## config.mk

```make
export PLATFORM = sky130hd
export DESIGN_NAME = alu_result_queue
export DESIGN_NICKNAME = d
export VERILOG_FILES = /design/src/rtl/alu_pkg.sv /design/src/rtl/alu_resq_fifo.sv /design/src/rtl/alu_result_queue.sv
export SDC_FILE = /design/constraint.sdc
export NUM_CORES = 1
export LEC_CHECK = 0
export CORE_ASPECT_RATIO = 0.5
export CORE_MARGIN = 2
export CORE_UTILIZATION = 45
export CTS_BUF_LIST = sky130_fd_sc_hd__clkbuf_2
export DETAILED_ROUTE_END_ITERATION = 8
export PLACE_DENSITY_LB_ADDON = 0.2
export RECOVER_POWER = 100
export SLEW_MARGIN = 10
export SYNTH_ARGS = -nofsm -noshare
export SYNTH_HDL_FRONTEND = slang
export SYNTH_HIERARCHICAL = 1
export SYNTH_SLANG_ARGS = --single-unit
export TNS_END_PERCENT = 30
```

## constraint.sdc

```tcl
create_clock -name clk -period 4.45 [get_ports clk]
set_input_delay 1.335 -clock clk [delete_from_list [all_inputs] [get_ports clk]]
set_output_delay 1.335 -clock clk [all_outputs]
set_load 0.01 [all_outputs]
```

## src/rtl/alu_pkg.sv

```systemverilog
// ============================================================================
// Module      : alu_pkg (package)
// Description : Shared definitions for the 8-bit ALU result path: opcode
//               codes, status-flag bit positions and the flag generator
//               used when a result is captured into the result queue.
// Contents    : OP_* opcode codes, F_* flag indices, alu_flags() helper.
// Revision    : 1.0 - initial release
// ============================================================================
`default_nettype none

package alu_pkg;

  // Field widths of a queued entry
  localparam int OP_W    = 3;
  localparam int FLAGS_W = 4;

  // Widest sum the flag helper accepts; callers zero-extend into this.
  localparam int FLAGS_SUM_MAX_W = 64;

  // Opcode codes produced by the ALU
  localparam logic [OP_W-1:0] OP_AND   = 3'd0;
  localparam logic [OP_W-1:0] OP_SUB   = 3'd1;
  localparam logic [OP_W-1:0] OP_SUB_A = 3'd2;
  localparam logic [OP_W-1:0] OP_OR    = 3'd3;
  localparam logic [OP_W-1:0] OP_ANDAB = 3'd4;
  localparam logic [OP_W-1:0] OP_NOT   = 3'd5;
  localparam logic [OP_W-1:0] OP_XOR   = 3'd6;
  localparam logic [OP_W-1:0] OP_XNOR  = 3'd7;  // reserved / spare

  // Bit positions inside the 4-bit flag word {C, Z, N, P}
  localparam int F_C = 3;
  localparam int F_Z = 2;
  localparam int F_N = 1;
  localparam int F_P = 0;

  // Flags for a result. The sum arrives zero-extended to FLAGS_SUM_MAX_W so
  // the zero test and parity are unaffected by the padding; msb selects the
  // real sign bit of the original WIDTH-bit sum.
  function automatic logic [FLAGS_W-1:0] alu_flags(
    input logic [FLAGS_SUM_MAX_W-1:0] sum,
    input logic [5:0]                 msb,
    input logic                       cout
  );
    logic [FLAGS_W-1:0] f;
    f      = '0;
    f[F_C] = cout;
    f[F_Z] = (sum == '0);
    f[F_N] = sum[msb];
    f[F_P] = ^sum;
    return f;
  endfunction

endpackage : alu_pkg

`default_nettype wire

```

## src/rtl/alu_resq_fifo.sv

```systemverilog
// ============================================================================
// Module      : alu_resq_fifo
// Description : Generic synchronous FIFO (storage, pointers, occupancy).
//               Full/empty come from the occupancy counter; pointers wrap
//               modulo DEPTH through their natural AW-bit width. The read
//               port shows the head entry, forced to zero while empty.
// Ports       : clk, rst_n        clock, async active-low reset
//               push_i, wdata_i   write request / data (ignored when full)
//               pop_i             read request (ignored when empty)
//               rdata_o           head entry (0 when empty)
//               full_o, empty_o   status
//               count_o           occupancy 0..DEPTH
// Revision    : 1.0 - initial release
// ============================================================================
`default_nettype none

module alu_resq_fifo #(
  parameter  int DW    = 15,
  parameter  int DEPTH = 4,   // power of 2, >= 2
  localparam int AW    = $clog2(DEPTH)
) (
  input  logic          clk,
  input  logic          rst_n,
  input  logic          push_i,
  input  logic [DW-1:0] wdata_i,
  input  logic          pop_i,
  output logic [DW-1:0] rdata_o,
  output logic          full_o,
  output logic          empty_o,
  output logic [AW:0]   count_o
);

  localparam logic [AW:0] FULL_CNT = (AW + 1)'(DEPTH);

  logic [DW-1:0] mem_q [DEPTH];
  logic [AW-1:0] wr_ptr_q, wr_ptr_d;
  logic [AW-1:0] rd_ptr_q, rd_ptr_d;
  logic [AW:0]   count_q, count_d;
  logic          w_push, w_pop;

  assign full_o  = (count_q == FULL_CNT);
  assign empty_o = (count_q == '0);

  // Requests are qualified here so a full/empty queue can never corrupt state.
  assign w_push = push_i && !full_o;
  assign w_pop  = pop_i && !empty_o;

  always_comb begin
    wr_ptr_d = wr_ptr_q;
    rd_ptr_d = rd_ptr_q;
    count_d  = count_q;
    if (w_push) begin
      wr_ptr_d = wr_ptr_q + 1'b1;
    end
    if (w_pop) begin
      rd_ptr_d = rd_ptr_q + 1'b1;
    end
    case ({w_push, w_pop})
      2'b10:   count_d = count_q + 1'b1;
      2'b01:   count_d = count_q - 1'b1;
      default: count_d = count_q;
    endcase
  end

  always_ff @(posedge clk or negedge rst_n) begin
    if (!rst_n) begin
      wr_ptr_q <= '0;
      rd_ptr_q <= '0;
      count_q  <= '0;
    end else begin
      wr_ptr_q <= wr_ptr_d;
      rd_ptr_q <= rd_ptr_d;
      count_q  <= count_d;
    end
  end

  // Storage needs no reset: nothing is read from it while the queue is empty.
  always_ff @(posedge clk) begin
    if (w_push) begin
      mem_q[wr_ptr_q] <= wdata_i;
    end
  end

  // Masking with empty makes the head read as zero during and after reset.
  assign rdata_o = empty_o ? '0 : mem_q[rd_ptr_q];
  assign count_o = count_q;

endmodule : alu_resq_fifo

`default_nettype wire

```

## src/rtl/alu_result_queue.sv

```systemverilog
// ============================================================================
// Module      : alu_result_queue
// Description : Downstream stage of the 8-bit ALU. Captures each result
//               ({cout, sum}) with its opcode, derives status flags at push
//               time and buffers the entry in a small FIFO presented to the
//               consumer through a valid/ready handshake. No combinational
//               path exists from in_* to out_*.
// Ports       : clk, rst_n                         clock, async active-low reset
//               in_valid/in_ready                  ALU-side handshake
//               in_op, in_sum, in_cout             ALU result
//               out_valid/out_ready                consumer handshake
//               out_op, out_sum, out_flags{C,Z,N,P} head entry
//               count                              occupancy 0..DEPTH
//               carry_cnt, drop_cnt                only with ALU_RESQ_STATS_EN
// Options     : `define ALU_RESQ_STATS_EN adds saturating 16-bit counters of
//               pushes carrying cout=1 and of cycles with in_valid blocked.
// Revision    : 1.0 - initial release
// ============================================================================
`default_nettype none

module alu_result_queue
  import alu_pkg::*;
#(
  parameter  int WIDTH = 8,
  parameter  int DEPTH = 4,   // power of 2, >= 2
  localparam int AW    = $clog2(DEPTH)
) (
  input  logic               clk,
  input  logic               rst_n,
  input  logic               in_valid,
  output logic               in_ready,
  input  logic [OP_W-1:0]    in_op,
  input  logic [WIDTH-1:0]   in_sum,
  input  logic               in_cout,
  output logic               out_valid,
  input  logic               out_ready,
  output logic [OP_W-1:0]    out_op,
  output logic [WIDTH-1:0]   out_sum,
  output logic [FLAGS_W-1:0] out_flags,
  output logic [AW:0]        count
`ifdef ALU_RESQ_STATS_EN
  ,
  output logic [15:0]        carry_cnt,
  output logic [15:0]        drop_cnt
`endif
);

  localparam int          DW      = OP_W + WIDTH + FLAGS_W;
  localparam logic [5:0]  MSB_IDX = 6'(WIDTH - 1);

  logic [FLAGS_SUM_MAX_W-1:0] sum_ext;
  logic [FLAGS_W-1:0]         in_flags;
  logic [DW-1:0]              wdata;
  logic [DW-1:0]              rdata;
  logic                       fifo_full;
  logic                       fifo_empty;
  logic                       push;
  logic                       pop;

  always_comb begin
    sum_ext            = '0;
    sum_ext[WIDTH-1:0] = in_sum;
  end

  assign in_flags = alu_flags(sum_ext, MSB_IDX, in_cout);

  // Entry layout: {op, sum, flags}. The opcode is stored as given, spare
  // codes included.
  assign wdata = {in_op, in_sum, in_flags};

  assign in_ready  = !fifo_full;
  assign out_valid = !fifo_empty;
  assign push      = in_valid && in_ready;
  assign pop       = out_valid && out_ready;

  alu_resq_fifo #(
    .DW    (DW),
    .DEPTH (DEPTH)
  ) u_fifo (
    .clk     (clk),
    .rst_n   (rst_n),
    .push_i  (push),
    .wdata_i (wdata),
    .pop_i   (pop),
    .rdata_o (rdata),
    .full_o  (fifo_full),
    .empty_o (fifo_empty),
    .count_o (count)
  );

  assign out_op    = rdata[DW-1 -: OP_W];
  assign out_sum   = rdata[FLAGS_W +: WIDTH];
  assign out_flags = rdata[FLAGS_W-1:0];

`ifdef ALU_RESQ_STATS_EN
  logic [15:0] carry_cnt_q, carry_cnt_d;
  logic [15:0] drop_cnt_q,  drop_cnt_d;

  always_comb begin
    carry_cnt_d = carry_cnt_q;
    drop_cnt_d  = drop_cnt_q;
    if (push && in_cout && (carry_cnt_q != 16'hFFFF)) begin
      carry_cnt_d = carry_cnt_q + 16'd1;
    end
    // A blocked cycle counts each time, even if upstream holds the same data.
    if (in_valid && !in_ready && (drop_cnt_q != 16'hFFFF)) begin
      drop_cnt_d = drop_cnt_q + 16'd1;
    end
  end

  always_ff @(posedge clk or negedge rst_n) begin
    if (!rst_n) begin
      carry_cnt_q <= '0;
      drop_cnt_q  <= '0;
    end else begin
      carry_cnt_q <= carry_cnt_d;
      drop_cnt_q  <= drop_cnt_d;
    end
  end

  assign carry_cnt = carry_cnt_q;
  assign drop_cnt  = drop_cnt_q;
`endif

endmodule : alu_result_queue

`default_nettype wire

```

==> flow_summary.ini, run 1 <==
[run_status]
outcome = complete, no violations

[timing]
slew_violations = 0
fmax_mhz = 258
period_needed_ns = 3.88
finalHoldViolCount = 0
skew_ns = 0.0288
fin_setup_tns_ns = 0
slew_headroom_pct = 19.3
setup_slack_ns = 0.572
setup_viol = 0
period_share_pct = 87.2
worst_pin_slew_ns = 1.21
rsz0062_at_grt = no

[yosys]
ys_seq_area_share_pct = 67.4
synth_top_area_share_pct = 61.4
ys_types = 25
synthCells = 153
synth.avg_cell_area_sq_um = 19.2
syn_nets = 179
synth_top_cell_by_area = edfxtp_1
synth_area_sq_um = 2930
yosys_register_bits = 67
ys.warnings.count = 6
synthTopCellsByArea = edfxtp_1 (61%), mux4_1 (6.3%), mux4_2 (6.1%)

[min_path]
min_path_type = flop to flop

[detailed_routing]
via_per_inst = 4.83
vias = 1385
drc_errors = 0
drt_iter0_markers = 74
antenna_left = 0
wl_per_cell_um = 16.4
drt-total-wl_um = 4700
first_pass_iters = 5

[setup_path]
path_class = flop to output port
slowest_delay_ns = 0.62
arrival_ns = 2.54
crit_path_end_kind = output port
cp-start-kind = flop
crit_slowest_cell = mux4_1
crit_chain = buf_4 -> mux4_1 -> and2b_1 -> dlygate4sd3_1
crit_fanout = 17
crit_buf_inv = 2
cp_data_required_time_ns = 3.12
crit_family = buffers and inverters

[pwr]
p_leak_nw = 1.28
p_sw_mw = 0.680
irDropWorstVdd_mv = 0.234
intPower_mw = 1.42
pwr-share-comb_pct = 43.1
pwr-share-clk_pct = 12.3
power.density_nw_per_um2 = 613
switching_share_pct = 32.3
seqPwrFrac_pct = 44.6

[floorplan]
std_cell_rows = 20
dieArea_sq_um = 7220
die_y_um = 61.1
num_io_pins = 36
coreArea_sq_um = 6180
die-width_um = 118
initial_core_util_pct = 47.4

[cells_and_area]
final_util_pct = 55.5
fillCellCount = 531
layout-drive-gt1-share_pct = 16.6
final_common_cell = edfxtp_1
nNetsFinal = 222
diodes = 0
syn2layout_area_growth_pct = 17.0
layout_common_cells = edfxtp_1 (60), dlygate4sd3_1 (32), inv_1 (16)

[global_route]
antenna_found_initial = 0
grt_max_degree = 18
grtUsageTotal_pct = 14.6
grt_pass1_wl_um = 7270
grt_pass1_vias = 1388
overflow = 0

[cts]
postCtsSetupBuffers = 0
ctsResizeCount = 0
clk_latency_ns = 0.47
cts.sinks = 67
cts_tree = built
cts_inserted_buffers = 9
cts_buffer_depth = 2
cts_root_buf = clkbuf_2
htreeDepth = 3
hold_buffers = 0
clk_pin_slew_ns = 0.16

[placed_design]
place.gp.congestion = 0.668
io_buffers = 35
dp_hpwl_um = 3080
place_ws_ns = 1.10

[flow_run]
cap_violations = 0
## final cells by class
type,count,area [sq um],area share [%]
clock buffer,11,55.1,1.60
clock inverter,3,17.5,0.511
inverter,16,60.1,1.75
multi-input combinational,65,846,24.7
sequential,67,1980,57.6
tap,88,110,3.21
timing repair buffer,37,365,10.6
## metal layers
layer	track usage (%)	part of all wire, %	up-vias
met4	4.65	0.92	0
met3	7.59	4.3	5
met1	17.5	46	698
li1	-	-	657
met2	23.9	49	25
met5	0	0	-
## Yosys cell counts (all sizes together)
cell type / number
edfxtp: 60
nor2b: 18
inv: 16
mux4: 15
ha: 9
dfrtp: 7
buf: 5
xor2: 5
and2: 4
xnor2: 4
nor2: 2
and2b: 1
and4: 1
fa: 1
mux2: 1
mux2i: 1
nand2: 1
nor3: 1
nor3b: 1
## power groups by stage
stage	Clock [mW]	Combinational [mW]	Sequential [mW]
2_1_floorplan	0	0.640	0.911
6_report	0.258	0.908	0.938
5_1_grt	0.302	0.983	0.953
4_1_cts	0.280	0.980	0.941
3_5_place_dp	0	0.976	0.957
3_3_place_gp	0	0.961	0.949
## final timing paths
check	start	to	slack, ns	depth (start not counted)
max	u_fifo/rd_ptr_q[0]	out_flags[0]	0.57	4
min	u_fifo/count_o[2]	u_fifo/count_o[2]	0.57	1
max in group asynchronous	rst_n	u_fifo/rd_ptr_q[1]	3.01	1
min reg2reg	u_fifo/count_o[2]	u_fifo/count_o[2]	0.57	1
max reg2reg	u_fifo/count_o[2]	u_fifo/mem_q[1][4]	1.85	4
min in group asynchronous	rst_n	u_fifo/count_o[2]	1.17	1
## through the flow
| stage | cells | total power [mW] | hold WS (ns) | instance area [sq um] |
|---|---|---|---|---|
| 3_5_place_dp | 273 | 1.93 | 0.555 | 3370 |
| 2_1_floorplan | 153 | 1.55 | 0.512 | 2930 |
| 6_report | 287 | 2.10 | 0.574 | 3430 |
| 5_1_grt | 287 | 2.24 | 0.598 | 3430 |
| 4_1_cts | 287 | 2.20 | 0.584 | 3440 |
| 3_3_place_gp | 273 | 1.91 | 0.532 | 3370 |
## flip-flops by register name, summed over array words and instances, names as in the netlist
name,cells
u_fifo/count_o,3
u_fifo/mem_q,60
u_fifo/rd_ptr_q,2
u_fifo/wr_ptr_q,2
## logic make-up after synthesis
group | Yosys count | synth area share (%)
adders and majority gates | 10 | 4.52
muxes | 17 | 13.1
DFF | 67 | 67.4
xor gates and xnor gates | 9 | 2.69
buffers and inverters | 21 | 3.71
and+or+nand+nor | 29 | 8.53
Note: power is estimated with default switching activity, not from simulation.
==> run 2, diff against run 1 <==
--- a/config.mk
+++ b/config.mk
@@ -10,11 +10,11 @@
 export CORE_UTILIZATION = 45
 export CTS_BUF_LIST = sky130_fd_sc_hd__clkbuf_2
 export DETAILED_ROUTE_END_ITERATION = 8
+export GPL_ROUTABILITY_DRIVEN = 0
 export PLACE_DENSITY_LB_ADDON = 0.2
 export RECOVER_POWER = 100
 export SLEW_MARGIN = 10
 export SYNTH_ARGS = -nofsm -noshare
 export SYNTH_HDL_FRONTEND = slang
-export SYNTH_HIERARCHICAL = 1
 export SYNTH_SLANG_ARGS = --single-unit
 export TNS_END_PERCENT = 30
==> flow_summary.ini, run 2 <==
[detailed_routing]
drt-total-wl_um = 4470
drc_errors = 3
vias = 1337
via_per_inst = 5.08
first_pass_iters = 6
antenna_left = 0
wl_per_cell_um = 17.0
drt_iter0_markers = 65

[setup_path]
r2r_start = u_fifo.count_o[1]
arrival_ns = 2.66
cp-start-kind = flop
cp_data_required_time_ns = 3.12
critical_path.reg2reg.endpoint = u_fifo.count_o[1]
rr_worst_depth = 6
crit_fanout = 12
path_class = flop to output port
rrSetupSlack_ns = 2.10
crit_path_end_kind = output port

[timing]
period_share_pct = 89.8
setup_viol = 0
slew_violations = 0
fin_setup_tns_ns = 0
fmax_mhz = 250
finalHoldViolCount = 0
period_needed_ns = 4.00
slew_headroom_pct = 48.1
rsz0062_at_grt = no
skew_ns = 0.0152
worst_pin_slew_ns = 0.778

[cts]
clk_latency_ns = 0.49
cts.sinks = 63
postCtsSetupBuffers = 0
hold_buffers = 0
htreeDepth = 3
cts_tree = built
cts_buffer_depth = 2
cts_inserted_buffers = 9
clk_pin_slew_ns = 0.16
cts_root_buf = clkbuf_2
ctsResizeCount = 0

[global_route]
grtUsageTotal_pct = 15.4
overflow = 0
grt_max_degree = 18
grt_pass1_vias = 1409
antenna_found_initial = 0
grt_pass1_wl_um = 7160

[yosys]
synth-main-ff-cell = edfxtp_1
synthCells = 144
ys.warnings.count = 0
synthTopCellsByCount = edfxtp_1 (56), and2_1 (15), inv_1 (14), mux4_2 (14), ha_1 (9)
synth_top_area_share_pct = 63.0
ys_seq_area_share_pct = 69.5
ys_types = 23
synth_edf_count = 56
synth_top_cell_by_area = edfxtp_1
yosys_register_bits = 63
async_reset_ff_share_pct = 11.1
synth.avg_cell_area_sq_um = 18.5
synthTopCellsByArea = edfxtp_1 (63%), mux4_2 (12%), dfrtp_1 (6.6%)
syn_nets = 170
synth_area_sq_um = 2670
synth.most_common_cell = edfxtp_1

[run_status]
violations = design-rule violations
outcome = complete, but fails checks

[cells_and_area]
layout_common_cells = edfxtp_1 (56), dlygate4sd3_1 (23), inv_1 (14), mux4_2 (14), and2_1 (14)
layout-drive-gt1-share_pct = 17.4
largest_reg_flops = 56
regMostFlops = u_fifo.mem_q
final_common_cell = edfxtp_1
syn2layout_area_growth_pct = 19.0
diodes = 0
nNetsFinal = 211

[pwr]
p_leak_nw = 1.16
power.density_nw_per_um2 = 641
irDropWorstVdd_mv = 0.367
power_mw = 2.04

[placed_design]
dp_hpwl_um = 2870
io_buffers = 35

[floorplan]
die-width_um = 113
initial_core_util_pct = 47.6
die_y_um = 58.5
coreArea_sq_um = 5610
num_io_pins = 36
std_cell_rows = 19
dieArea_sq_um = 6600

[min_path]
holdPathEnd = u_fifo.count_o[2]
hold_depth = 1
hp-start = u_fifo.count_o[2]
min_path_type = flop to flop

[flow_run]
cap_violations = 0
[run 2: changes by cell type after synthesis, moves of 2 or more]
| cell | change |
|---|---|
| and3_2 | +4 |
| edfxtp_1 | -4 |
| inv_1 | -2 |
| nor2b_1 | -9 |
| nor2b_4 | -8 |
| mux4_1 | -7 |
| clkbuf_1 | +2 |
| mux4_2 | +6 |
| and2_1 | +11 |
[run 2: where the power goes]
part           internal [mW]  switching, mW  total (mW)
sequential             0.799         0.0864       0.885
combinational          0.468          0.348       0.816
clock                  0.130          0.206       0.336
[run 2: worst max-delay path by stage]
stage	start	to	slack (ns)	depth (start not counted)
floorplan	u_fifo.count_o[1]	out_flags[3]	1.80	4
global placement	u_fifo.rd_ptr_q[0]	out_flags[2]	1.17	4
detailed placement	u_fifo.rd_ptr_q[0]	out_sum[5]	1.14	4
CTS	u_fifo.rd_ptr_q[0]	out_sum[5]	0.54	4
global route	u_fifo.rd_ptr_q[0]	out_sum[5]	0.23	4
finish	u_fifo.rd_ptr_q[0]	out_sum[5]	0.45	4
[run 2: critical path: stages, from the launching register on]
cell and delay, ns:
dfrtp_1 0.50, clkbuf_2 0.47, mux4_2 0.57, and2_1 0.17, clkdlybuf4s50_1 0.47
[run 2: layout make-up]
type | count | area (sq um)
clock buffers | 10 | 50.0
clock inverters | 6 | 61.3
fillers | 455 | 2430
inverters | 14 | 52.6
multi-input cells | 61 | 711
flip-flops and latches | 63 | 1860
well taps | 73 | 91.3
repair buffers | 36 | 355
[run 2: layer usage]
layer / vias up / part of all wire [%] / global-route usage [%]
met4: 0 / 2.0 / 9.41
met5: - / 0 / 0
met1: 671 / 44 / 19.1
met2: 42 / 48 / 24.5
li1: 615 / - / -
met3: 9 / 5.5 / 4.53
[run 2: per-stage QoR]
stage	instance area [sq um]	utilization, %	worst slack [ns]	hold slack, ns	instances
after CTS	3190	56.8	0.543	0.530	263
after detailed placement	3080	54.8	1.14	0.505	247
after global placement	3080	54.8	1.17	0.493	247
after global routing	3180	56.6	0.233	0.563	263
final	3180	56.6	0.454	0.519	263
after floorplan	2670	-	1.80	0.526	144
[run 2: logic make-up (layout without fill, tap and decap cells)]
family / count (synthesis) / after routing / share of synthesized area (%)
DFF: 63 / 63 / 69.5
and+or+nand+nor: 26 / 26 / 6.42
buffers and inverters: 20 / 66 / 3.56
muxes: 15 / 15 / 12.4
adders and majority gates: 10 / 10 / 4.97
xor gates and xnor gates: 9 / 9 / 2.95
AOI/OAI and AO/OA: 1 / 1 / 0.187
